### config.mk
export PLATFORM = sky130hd
export DESIGN_NAME = pong_game_engine
export DESIGN_NICKNAME = d
export VERILOG_FILES = /design/src/rtl/pong_pkg.sv /design/src/rtl/pong_sync_edge.sv /design/src/rtl/pong_game_engine.sv
export SDC_FILE = /design/constraint.sdc
export NUM_CORES = 1
export LEC_CHECK = 0
export ABC_AREA = 0
export CAP_MARGIN = 20
export CORE_UTILIZATION = 29
export CTS_CLUSTER_SIZE = 25
export DETAILED_ROUTE_END_ITERATION = 7
export DONT_BUFFER_PORTS = 1
export SKIP_CTS_REPAIR_TIMING = 1
export SYNTH_ARGS = -nofsm -noshare
export SYNTH_HDL_FRONTEND = slang
export SYNTH_SLANG_ARGS = --single-unit
### constraint.sdc
create_clock -name iVGA_CLK -period 3.28 [get_ports iVGA_CLK]
set_input_delay 0.328 -clock iVGA_CLK [delete_from_list [all_inputs] [get_ports iVGA_CLK]]
set_output_delay 0.328 -clock iVGA_CLK [all_outputs]
set_load 0.1 [all_outputs]
### src/rtl/pong_pkg.sv
// pong_pkg
//   Shared types and default geometry for the pong game engine.
//   game_state_t : SERVE / PLAY / POINT / GAMEOVER (encoded 0..3, visible on oState)
//   pos_t        : 12-bit screen coordinate
//   wide_t       : 13-bit working width used for all position sums and compares
//   DEF_*        : default geometry and timing constants
//   centre_of()  : top-left coordinate that centres an object of a given size
package pong_pkg;

  typedef enum logic [1:0] {
    SERVE    = 2'd0,
    PLAY     = 2'd1,
    POINT    = 2'd2,
    GAMEOVER = 2'd3
  } game_state_t;

  typedef logic [11:0] pos_t;
  typedef logic [12:0] wide_t;

  localparam int unsigned DEF_SCREEN_W     = 640;
  localparam int unsigned DEF_SCREEN_H     = 480;
  localparam int unsigned DEF_PADDLE_W     = 20;
  localparam int unsigned DEF_PADDLE_H     = 100;
  localparam int unsigned DEF_BALL_SIZE    = 20;
  localparam int unsigned DEF_PL_X         = 100;
  localparam int unsigned DEF_PR_X         = 500;
  localparam int unsigned DEF_PADDLE_VEL   = 10;
  localparam int unsigned DEF_BALL_VEL     = 3;
  localparam int unsigned DEF_PAUSE_FRAMES = 60;
  localparam int unsigned DEF_WIN_SCORE    = 7;

  function automatic int unsigned centre_of(input int unsigned extent, input int unsigned size);
    return (extent - size) / 2;
  endfunction

endpackage

### src/rtl/pong_sync_edge.sv
// sync_edge
//   Two-flop synchronizer for asynchronous active-low inputs, plus a registered
//   one-cycle pulse on each synchronized falling edge.
//   clk   in  sampling clock
//   rst   in  asynchronous active-high reset (flops reset to the idle-high level)
//   data  in  WIDTH asynchronous inputs
//   level out WIDTH synchronized levels
//   fall  out WIDTH one-cycle pulses, high 3 cycles after an input falls
module sync_edge #(
  parameter int unsigned WIDTH = 1
) (
  input  logic             clk,
  input  logic             rst,
  input  logic [WIDTH-1:0] data,
  output logic [WIDTH-1:0] level,
  output logic [WIDTH-1:0] fall
);

  logic [WIDTH-1:0] meta;
  logic [WIDTH-1:0] sync;
  logic [WIDTH-1:0] prev;

  always_ff @(posedge clk or posedge rst) begin
    if (rst) begin
      meta <= '1;
      sync <= '1;
      prev <= '1;
      fall <= '0;
    end else begin
      meta <= data;
      sync <= meta;
      prev <= sync;
      fall <= prev & ~sync;
    end
  end

  assign level = sync;

endmodule

### src/rtl/pong_game_engine.sv
// pong_game_engine
//   Frame-locked game state for two-player pong. One update per falling edge of
//   vertical sync; all outputs are registers that change only on the cycle
//   after that update.
//   iVGA_CLK                 in   pixel clock
//   iRST                     in   asynchronous active-high reset
//   iVS                      in   vertical sync, active-low, asynchronous
//   pL_moveup .. pR_movedown in   paddle buttons, active-low, asynchronous
//   iStart_n                 in   start/serve button, active-low, asynchronous
//   oPL_ypos, oPR_ypos       out  paddle top y
//   oB_xpos, oB_ypos         out  ball top-left
//   oScoreL, oScoreR         out  scores
//   oState                   out  game state (SERVE/PLAY/POINT/GAMEOVER)
//   oFrame_tick              out  one-cycle pulse on the update cycle
module pong_game_engine
  import pong_pkg::*;
#(
  parameter int unsigned SCREEN_W     = DEF_SCREEN_W,
  parameter int unsigned SCREEN_H     = DEF_SCREEN_H,
  parameter int unsigned PADDLE_W     = DEF_PADDLE_W,
  parameter int unsigned PADDLE_H     = DEF_PADDLE_H,
  parameter int unsigned BALL_SIZE    = DEF_BALL_SIZE,
  parameter int unsigned PL_X         = DEF_PL_X,
  parameter int unsigned PR_X         = DEF_PR_X,
  parameter int unsigned PADDLE_VEL   = DEF_PADDLE_VEL,
  parameter int unsigned BALL_VEL     = DEF_BALL_VEL,
  parameter int unsigned PAUSE_FRAMES = DEF_PAUSE_FRAMES,
  parameter int unsigned WIN_SCORE    = DEF_WIN_SCORE
) (
  input  logic        iVGA_CLK,
  input  logic        iRST,
  input  logic        iVS,
  input  logic        pL_moveup,
  input  logic        pL_movedown,
  input  logic        pR_moveup,
  input  logic        pR_movedown,
  input  logic        iStart_n,
  output logic [11:0] oPL_ypos,
  output logic [11:0] oPR_ypos,
  output logic [11:0] oB_xpos,
  output logic [11:0] oB_ypos,
  output logic [3:0]  oScoreL,
  output logic [3:0]  oScoreR,
  output logic [1:0]  oState,
  output logic        oFrame_tick
);

  localparam wide_t SW         = wide_t'(SCREEN_W);
  localparam wide_t SH         = wide_t'(SCREEN_H);
  localparam wide_t PH         = wide_t'(PADDLE_H);
  localparam wide_t BSZ        = wide_t'(BALL_SIZE);
  localparam wide_t BVEL       = wide_t'(BALL_VEL);
  localparam wide_t PVEL       = wide_t'(PADDLE_VEL);
  localparam wide_t PADDLE_MAX = wide_t'(SCREEN_H - PADDLE_H);
  localparam wide_t BALL_X_MAX = wide_t'(SCREEN_W - BALL_SIZE);
  localparam wide_t BALL_Y_MAX = wide_t'(SCREEN_H - BALL_SIZE);
  localparam wide_t PL_FACE    = wide_t'(PL_X + PADDLE_W);
  localparam wide_t PR_EDGE    = wide_t'(PR_X);
  localparam wide_t PR_FACE    = wide_t'(PR_X - BALL_SIZE);

  localparam pos_t PADDLE_RST = pos_t'(centre_of(SCREEN_H, PADDLE_H));
  localparam pos_t BALL_X_C   = pos_t'(centre_of(SCREEN_W, BALL_SIZE));
  localparam pos_t BALL_Y_C   = pos_t'(centre_of(SCREEN_H, BALL_SIZE));

  localparam int unsigned CNT_W = $clog2(PAUSE_FRAMES + 1);
  localparam logic [CNT_W-1:0] PAUSE_LAST = CNT_W'(PAUSE_FRAMES - 1);
  localparam logic [3:0] WIN = 4'(WIN_SCORE);

  // Input synchronization
  logic       vs_level, vs_fall;
  logic       start_level, start_fall;
  logic [3:0] btn_level, btn_fall;
  logic       unused_sync;

  sync_edge #(.WIDTH(1)) u_vs_sync (
    .clk(iVGA_CLK), .rst(iRST), .data(iVS), .level(vs_level), .fall(vs_fall)
  );

  sync_edge #(.WIDTH(1)) u_start_sync (
    .clk(iVGA_CLK), .rst(iRST), .data(iStart_n), .level(start_level), .fall(start_fall)
  );

  sync_edge #(.WIDTH(4)) u_btn_sync (
    .clk(iVGA_CLK), .rst(iRST),
    .data({pL_moveup, pL_movedown, pR_moveup, pR_movedown}),
    .level(btn_level), .fall(btn_fall)
  );

  assign unused_sync = ^{vs_level, start_level, btn_fall};

  logic tick;
  logic pl_up, pl_dn, pr_up, pr_dn;

  assign tick  = vs_fall;
  assign pl_up = ~btn_level[3];
  assign pl_dn = ~btn_level[2];
  assign pr_up = ~btn_level[1];
  assign pr_dn = ~btn_level[0];

  // Game state
  game_state_t      state;
  pos_t             pl_y, pr_y, ball_x, ball_y;
  logic             dx, dy;
  logic [3:0]       score_l, score_r;
  logic [CNT_W-1:0] pause_cnt;
  logic             start_pending;

  function automatic pos_t paddle_next(input pos_t y, input logic up, input logic dn);
    wide_t w;
    w = wide_t'(y);
    paddle_next = y;
    if (up && !dn) begin
      paddle_next = (w < PVEL) ? '0 : pos_t'(w - PVEL);
    end else if (dn && !up) begin
      paddle_next = (w + PVEL > PADDLE_MAX) ? pos_t'(PADDLE_MAX) : pos_t'(w + PVEL);
    end
  endfunction

  pos_t pl_next, pr_next;

  assign pl_next = paddle_next(pl_y, pl_up, pl_dn);
  assign pr_next = paddle_next(pr_y, pr_up, pr_dn);

  // Ball step for a PLAY tick, using pre-update paddle positions
  wide_t bx, by, plw, prw, nx, ny;
  logic  ov_l, ov_r, dx_next, dy_next, left_scores, right_scores;

  always_comb begin
    bx  = wide_t'(ball_x);
    by  = wide_t'(ball_y);
    plw = wide_t'(pl_y);
    prw = wide_t'(pr_y);
    ov_l = (by + BSZ > plw) && (by < plw + PH);
    ov_r = (by + BSZ > prw) && (by < prw + PH);

    ny      = by;
    dy_next = dy;
    if (!dy && (by < BVEL)) begin
      ny      = '0;
      dy_next = 1'b1;
    end else if (dy && (by + BSZ + BVEL >= SH)) begin
      ny      = BALL_Y_MAX;
      dy_next = 1'b0;
    end else if (dy) begin
      ny = by + BVEL;
    end else begin
      ny = by - BVEL;
    end

    nx           = bx;
    dx_next      = dx;
    left_scores  = 1'b0;
    right_scores = 1'b0;
    if (!dx && (bx >= PL_FACE) && (bx - BVEL <= PL_FACE) && ov_l) begin
      nx      = PL_FACE;
      dx_next = 1'b1;
    end else if (dx && (bx + BSZ <= PR_EDGE) && (bx + BSZ + BVEL >= PR_EDGE) && ov_r) begin
      nx      = PR_FACE;
      dx_next = 1'b0;
    end else if (!dx && (bx < BVEL)) begin
      nx           = '0;
      right_scores = 1'b1;
    end else if (dx && (bx + BSZ + BVEL >= SW)) begin
      nx          = BALL_X_MAX;
      left_scores = 1'b1;
    end else if (dx) begin
      nx = bx + BVEL;
    end else begin
      nx = bx - BVEL;
    end
  end

  always_ff @(posedge iVGA_CLK or posedge iRST) begin
    if (iRST) begin
      state         <= SERVE;
      pl_y          <= PADDLE_RST;
      pr_y          <= PADDLE_RST;
      ball_x        <= BALL_X_C;
      ball_y        <= BALL_Y_C;
      dx            <= 1'b1;
      dy            <= 1'b1;
      score_l       <= '0;
      score_r       <= '0;
      pause_cnt     <= '0;
      start_pending <= 1'b0;
    end else begin
      // A press landing on a tick cycle survives to the following tick.
      if (start_fall) begin
        start_pending <= 1'b1;
      end else if (tick) begin
        start_pending <= 1'b0;
      end

      if (tick) begin
        if (state != GAMEOVER) begin
          pl_y <= pl_next;
          pr_y <= pr_next;
        end

        case (state)
          SERVE: begin
            ball_x <= BALL_X_C;
            ball_y <= BALL_Y_C;
            if (start_pending) state <= PLAY;
          end
          PLAY: begin
            ball_x <= pos_t'(nx);
            ball_y <= pos_t'(ny);
            dx     <= dx_next;
            dy     <= dy_next;
            if (left_scores || right_scores) begin
              state     <= POINT;
              pause_cnt <= '0;
              if (left_scores) score_l <= score_l + 4'd1;
              else             score_r <= score_r + 4'd1;
            end
          end
          POINT: begin
            if (pause_cnt == PAUSE_LAST) begin
              if ((score_l == WIN) || (score_r == WIN)) begin
                state <= GAMEOVER;
              end else begin
                // A miss leaves dx unchanged, so it already points at the loser.
                state  <= SERVE;
                ball_x <= BALL_X_C;
                ball_y <= BALL_Y_C;
                dy     <= 1'b1;
              end
            end else begin
              pause_cnt <= pause_cnt + 1'b1;
            end
          end
          GAMEOVER: begin
            if (start_pending) begin
              score_l <= '0;
              score_r <= '0;
              ball_x  <= BALL_X_C;
              ball_y  <= BALL_Y_C;
              state   <= SERVE;
            end
          end
          default: state <= SERVE;
        endcase
      end
    end
  end

  assign oPL_ypos    = pl_y;
  assign oPR_ypos    = pr_y;
  assign oB_xpos     = ball_x;
  assign oB_ypos     = ball_y;
  assign oScoreL     = score_l;
  assign oScoreR     = score_r;
  assign oState      = state;
  assign oFrame_tick = tick;

endmodule
# After elaboration in Yosys (flattened, before gate mapping)

Cells that the tools add are included.

Input port bits: 8
Output and inout port bits: 59
Flip-flop bits (word level): 83

Equality and inequality tests: 16
Bitwise logic cells: 8
Order comparisons: 16
Add/sub/neg operators: 17
Reductions and logical operators: 36
Multiplexer cells: 56

Operator list:

| operator                                                        | number |
|---|---|
| 2-to-1 mux 12 bit                                               | 22 |
| one-hot mux 12 bit (4 select lines)                             | 2 |
| adder 12 x 4 -> 13 bit (second input constant)                  | 2 |
| adder 12 x 5 -> 13 bit (second input constant)                  | 2 |
| adder 12 x 7 -> 13 bit (second input constant)                  | 2 |
| adder 13 x 2 -> 13 bit (second input constant)                  | 2 |
| >= comparator 13 x 9 -> 1 bit (second input constant)           | 2 |
| greater-than comparator 13 x 12 -> 1 bit                        | 2 |
| greater-than comparator 13 x 9 -> 1 bit (second input constant) | 2 |
| < comparator 12 x 13 -> 1 bit                                   | 2 |
| adder 12 x 2 -> 12 bit (second input constant)                  | 2 |
| < comparator 12 x 2 -> 1 bit (second input constant)            | 2 |
| < comparator 12 x 4 -> 1 bit (second input constant)            | 2 |
| subtractor 12 x 4 -> 12 bit (second input constant)             | 2 |
| 2-to-1 mux 4 bit                                                | 5 |
| AND reduction 5 bit                                             | 4 |
| != test 2 bit (second input constant)                           | 9 |
| logical AND 1 bit                                               | 16 |
| one-hot mux 4 bit (2 select lines)                              | 2 |
| 2-to-1 mux 1 bit                                                | 15 |
| >= comparator 13 x 10 -> 1 bit (second input constant)          | 1 |
| <= comparator 13 x 7 -> 1 bit (second input constant)           | 1 |
| <= comparator 13 x 9 -> 1 bit (second input constant)           | 1 |
| subtractor 12 x 2 -> 13 bit (second input constant)             | 1 |
| other kinds (22)                                                | 46 |

# Depth between registers and ports, before layout

Depth in word-level cells: 11
Gate-level depth with buffers: 15
Mapped depth without buffers: 14

# Cells and area by module

Synthesis repeated with hierarchy kept, for this count alone.

Cells, all modules: 979
Area total of the unflattened synthesis: 7988.9 µm²

By module, submodules not included:

| module                       | cells each | sequential area each (µm²) | instances | area an instance (µm²) |
|---|---|---|---|---|
| pong_game_engine             | 946        | 1656.6                     | 1         | 7272.0 |
| sync_edge (u_btn_sync)       | 21         | 415.4                      | 1         | 474.2 |
| sync_edge (u_start_sync ...) | 6          | 103.8                      | 2         | 121.4 |

# Worst setup path before layout

Ideal clock, no wire load.

Path kind: register to register
Start point: register ball_y[3], in the netlist oB_ypos[3]
End point: register ball_x[0], in the netlist oB_xpos[0]
Arrival time: 3.887 ns
Required time: 3.191 ns
Cell stages (with the launch flop): 15
Library setup time: 0.089 ns
Setup slack: -0.695 ns
Path through: dfrtp_1 ha_1 o211a_1 and4_1 xor2_1 ha_1 nand2_1 nor4_1 o21ai_0 and3b_1 and3_1 and3_1 a31o_2 or4_1 o21ai_1

Word-level cells in the longest chain between the ends: 7
Elaborated cells on any way between the ends: 12
Those cells by class: 1 x add/sub; 4 x order compare; 3 x mux; 4 x reduce/logical

RTL lines:

| item                                     | RTL line                                         | source |
|---|---|---|
| from (decl)                              | pong_game_engine.sv:102                          | `pos_t pl_y, pr_y, ball_x, ball_y;` |
| from (signal assigned)                   | pong_game_engine.sv:208                          | `ball_y <= pos_t'(ny);` |
| adder 12 x 5 -> 13 bit                   | pong_game_engine.sv:133, pong_game_engine.sv:134 |  |
| greater-than comparator 13 x 12 -> 1 bit | pong_game_engine.sv:134                          | `ov_r = (by + BSZ > prw) && (by < prw + PH);` |
| logical AND 1 bit                        | pong_game_engine.sv:134                          |  |
| logical AND 1 bit                        | pong_game_engine.sv:157                          | `end else if (dx && (bx + BSZ <= PR_EDGE) && (bx + BSZ + BVEL >= PR_EDGE) && ov_r) begin` |
| 2-to-1 mux 12 bit                        | pong_game_engine.sv:157                          |  |
| 2-to-1 mux 12 bit (*)                    | pong_game_engine.sv:154                          | `if (!dx && (bx >= PL_FACE) && (bx - BVEL <= PL_FACE) && ov_l) begin` |
| one-hot mux 12 bit (4 select lines) (*)  | pong_game_engine.sv:200                          | `case (state)` |
| to (signal assigned)                     | pong_game_engine.sv:207                          | `ball_x <= pos_t'(nx);` |
| to (decl)                                | pong_game_engine.sv:102                          |  |

Mark *: on every way between the ends. The rest lies on a longest branch, timed or not.
A chain may end at the register's enable or synchronous reset.

# Final worst setup path

Start point: register ball_y[2], in the netlist oB_ypos[2]
End point: register ball_x[0], in the netlist oB_xpos[0]

The elaborated chain is that of the path after synthesis.

==> results by stage <==
Placed design:
- The post-placement cell area is 8980 um^2.
- The HPWL after detailed placement is 18.3 mm.
- The placement-stage worst setup slack is -0.145 ns.
- The routability-driven placement congestion ratio is 0.908.
- The count of buffers added on input and output ports is 0.

CTS:
- CTS placed an instance of clkbuf_16 at the clock tree root.
- The tree built by TritonCTS fans out to 81 sinks.
- After clock tree synthesis, the clock-pin slew on the worst setup and hold paths is 0.07 ns.
- The total CTS buffers is 9.
- The TritonCTS clock tree is built.
- The clock latency of the later-clocked register in the worst-skew pair is 0.35 ns.
- The H-tree generated during clock tree synthesis spans 3 levels.
- In this run the deepest clock path goes through 2 buffers.

Worst setup path:
- At the worst endpoint, the required time is 3.56 ns.
- The largest fanout on the critical path is 4.
- For the worst flop-to-flop path, the logic depth is 14.
- The endpoint of the worst register-to-register path is oB_xpos[0]$_DFFE_PP0P_.
- The minimum setup slack among reg-to-reg paths is -0.15 ns.
- The worst setup path is captured at a flip-flop.
- The startpoint of the worst-slack reg-to-reg timing path is oB_ypos[2]$_DFFE_PP1P_.
- The category of the worst setup path launch point is a flip-flop.
- The critical path class is flip-flop to flip-flop.
- The data arrival time of the critical path is 3.71 ns.

Timing:
- The remaining max-slew budget at the tightest pin is 0.360.
- The post-route clock period utilization is 1.05.
- The final setup violation count is 7.
- At the pin with the least slew margin, the transition time is 0.960 ns.
- The smallest hold slack is 0.0329 ns.
- The smallest setup slack after layout is -0.152 ns.
- The number of hold violations in the final report was 0.
- Setup repair after global routing could not meet its margin everywhere.
- The timing-limited maximum frequency is 291 MHz.
- The total count of max-transition violations in the final report is 0.
- The clock period minus final worst setup slack is 3.43 ns.
- The worst clock skew on the final layout is 0.0109 ns.

GRT:
- The initial antenna violation count is 0.
- The first global-routing pass estimated 38.0 mm of wire.
- The number of global-route vias before repair came to 7322.
- The overflow left after global routing is 0.
- For this run, the total global-route usage over all layers was measured as 0.179.
- The maximum number of pins on one net before global-route repair is 50.

Layout:
- The net count reported at finish is 1153.
- The area overhead of the layout relative to synthesis is 25.1%.
- Of the cells placed in the final design, the portion with a size suffix greater than 1 is 0.246.
- The repair_antennas step left the layout with diodes totalling 0.
- The utilization after layout is 0.373.
- The cell area after layout is 9490 um^2.

Drt:
- The wire length reported by the detailed router is 24.0 mm.
- After detailed routing, the number of vias per cell comes to 5.50.
- The detailed router placed 7728 vias in this run.
- The first routing iteration left 625 violations.
- After detailed routing, the average wire length per cell comes to 17.1 um.
- The DRC violation count after routing is 0.
- The first-pass iteration count of the detailed router is 5.
- In this run the remaining antenna-violating nets after routing total 0.

Synthesis:
- The Yosys step of the flow raised 0 warnings.
- The synthesized design contains 81 register bits.
- Summing every instance area after synthesis gives 7580 um^2.
- The unique cell type count in the Yosys netlist is 86.
- For this run, the register share of the synthesized area comes to 0.274.
- The share of synthesized flip-flops with an asynchronous set or reset is 1.00.
- The dominant synthesized flop cell is dfrtp_1.
- Averaged over all synthesized cells, the footprint is 7.95 um^2.
- The gate count of the mapped netlist is 954.
- The number of enable flip-flop cells after synthesis is 0.

Pwr:
- Total power for the finished layout comes to 9.40 mW.
- The maximum vdd ir drop is 0.479 mV.
- For this design the ratio of total power to cell area is 991 nW/um^2.
- The leakage power summed over all cells is 3.91 nW.

Floorplanning:
- The die covers 26800 um^2.
- The floorplan step set the die width to 164 um.
- The total area inside the core boundary comes to 25400 um^2.
- The die height is 164 um.
- The starting utilization of the core area is 0.299.
- The floorplan has 58 rows.
- For this design the top-level I/O count stands at 67.

Run status:
- The final reports fail on negative setup slack.
- The run finished, with violations left.

Worst hold path:
- The type of the tightest min-delay check is primary input to async pin.

Run:
- The max-cap check violation count is 0.
critical path, cell delays in order (launching register included):
cell     delay (ns)
dfstp_4        0.63
ha_4           0.15
o211a_1        0.20
nand2_1        0.10
xnor2_2        0.17
ha_1           0.31
nand4_1        0.13
nor4_1         0.30
o21ai_0        0.12
and3b_1        0.18
and3_4         0.17
and3_4         0.18
a31o_4         0.21
or4_1          0.39
o21ai_1        0.13
area by class of cell:
cell class	count	area [um^2]
inverters	53	200
clock inverters	4	48.8
fillers	2600	15900
repair buffers	159	1220
flip-flops and latches	81	2110
clock buffers	12	267
well taps	330	413
multi-input cells	767	5220
stage by stage:
stage | setup TNS (ns) | instances
final | -0.509 | 1406
after global placement | -0.587 | 1382
after CTS | -1.74 | 1398
after detailed placement | -1.12 | 1382
after floorplan | -0.936 | 955
after global routing | -1.94 | 1406
power breakdown:
part | internal [mW] | switching, mW | leakage [nW] | total (mW)
logic | 2.31 | 4.27 | 2.79 | 6.59
clock network | 0.653 | 0.442 | 0.159 | 1.10
registers | 1.34 | 0.384 | 0.962 | 1.72
metal layers:
metal  vias up  wire length (um)  GRT usage  part of all wire
met4         0               461     0.0564             0.019
met3        32              1580     0.0346             0.066
met2       260             11400      0.301              0.48
li1       3746                 -          -                 -
met5         -                 0          0                 0
met1      3690             10500      0.230              0.44
placed cells by master (no fill, tap or decap), types with 10 or more instances in the layout:
cell      instances
a21oi_1          72
buf_4           151
dfrtp_1          36
dfstp_2          30
ha_1             71
inv_1            48
nand2_1          80
nand2b_1         13
nand3_1          44
nand4_1          15
nor2_1           72
nor3_1           27
nor4_1           14
o211ai_1         10
o21a_1           11
o21ai_0          74
o22ai_1          10
o31ai_1          15
xnor2_1          39
cell families after synthesis:
kind of cell / Yosys count / share of synthesized area
compound gates: 299 / 0.257
xor+xnor: 47 / 0.0543
fa+ha+maj: 74 / 0.122
buf+inv: 107 / 0.0577
flops: 81 / 0.274
mux: 8 / 0.0111
other cells: 1 / 0.000494
simple gates: 337 / 0.224
worst max-delay path by stage:
stage	cells after the start	slack, ns	to	start
final	14	-0.15	oB_xpos[0]$_DFFE_PP0P_	oB_ypos[2]$_DFFE_PP1P_
after floorplan	14	-0.20	oB_xpos[0]$_DFFE_PP0P_	oB_ypos[3]$_DFFE_PP0P_
after CTS	14	-0.19	oB_xpos[9]$_DFFE_PP0P_	oB_ypos[2]$_DFFE_PP1P_
after global placement	14	-0.13	oB_xpos[9]$_DFFE_PP0P_	oB_ypos[2]$_DFFE_PP1P_
after detailed placement	14	-0.14	oB_xpos[9]$_DFFE_PP0P_	oB_ypos[2]$_DFFE_PP1P_
after global routing	14	-0.29	oB_xpos[0]$_DFFE_PP0P_	oPL_ypos[3]$_DFFE_PP1P_
flip-flops by register name (all words and copies together) (netlist names), 2 cells and up:
signal / count
u_btn_sync.meta: 4
oB_ypos: 12
oScoreL: 4
u_btn_sync.level: 4
oPL_ypos: 11
pause_cnt: 6
oState: 2
oB_xpos: 12
oPR_ypos: 11
oScoreR: 4
cell usage after synthesis, types with 13 or more instances:
library cell	n	share of area
nand3_1	45	0.030
xnor2_1	40	0.046
o21ai_0	79	0.052
ha_1	74	0.12
inv_1	49	0.024
nand2b_1	13	0.011
nand2_1	80	0.040
nor2_1	74	0.037
o31ai_1	16	0.016
nor4_1	15	0.012
dfstp_2	38	0.13
dfrtp_1	43	0.14
nand4_1	15	0.012
nor3_1	29	0.019
a21oi_1	74	0.049
clkbuf_1	39	0.019
No activity file was read; power rests on OpenSTA's default activity.
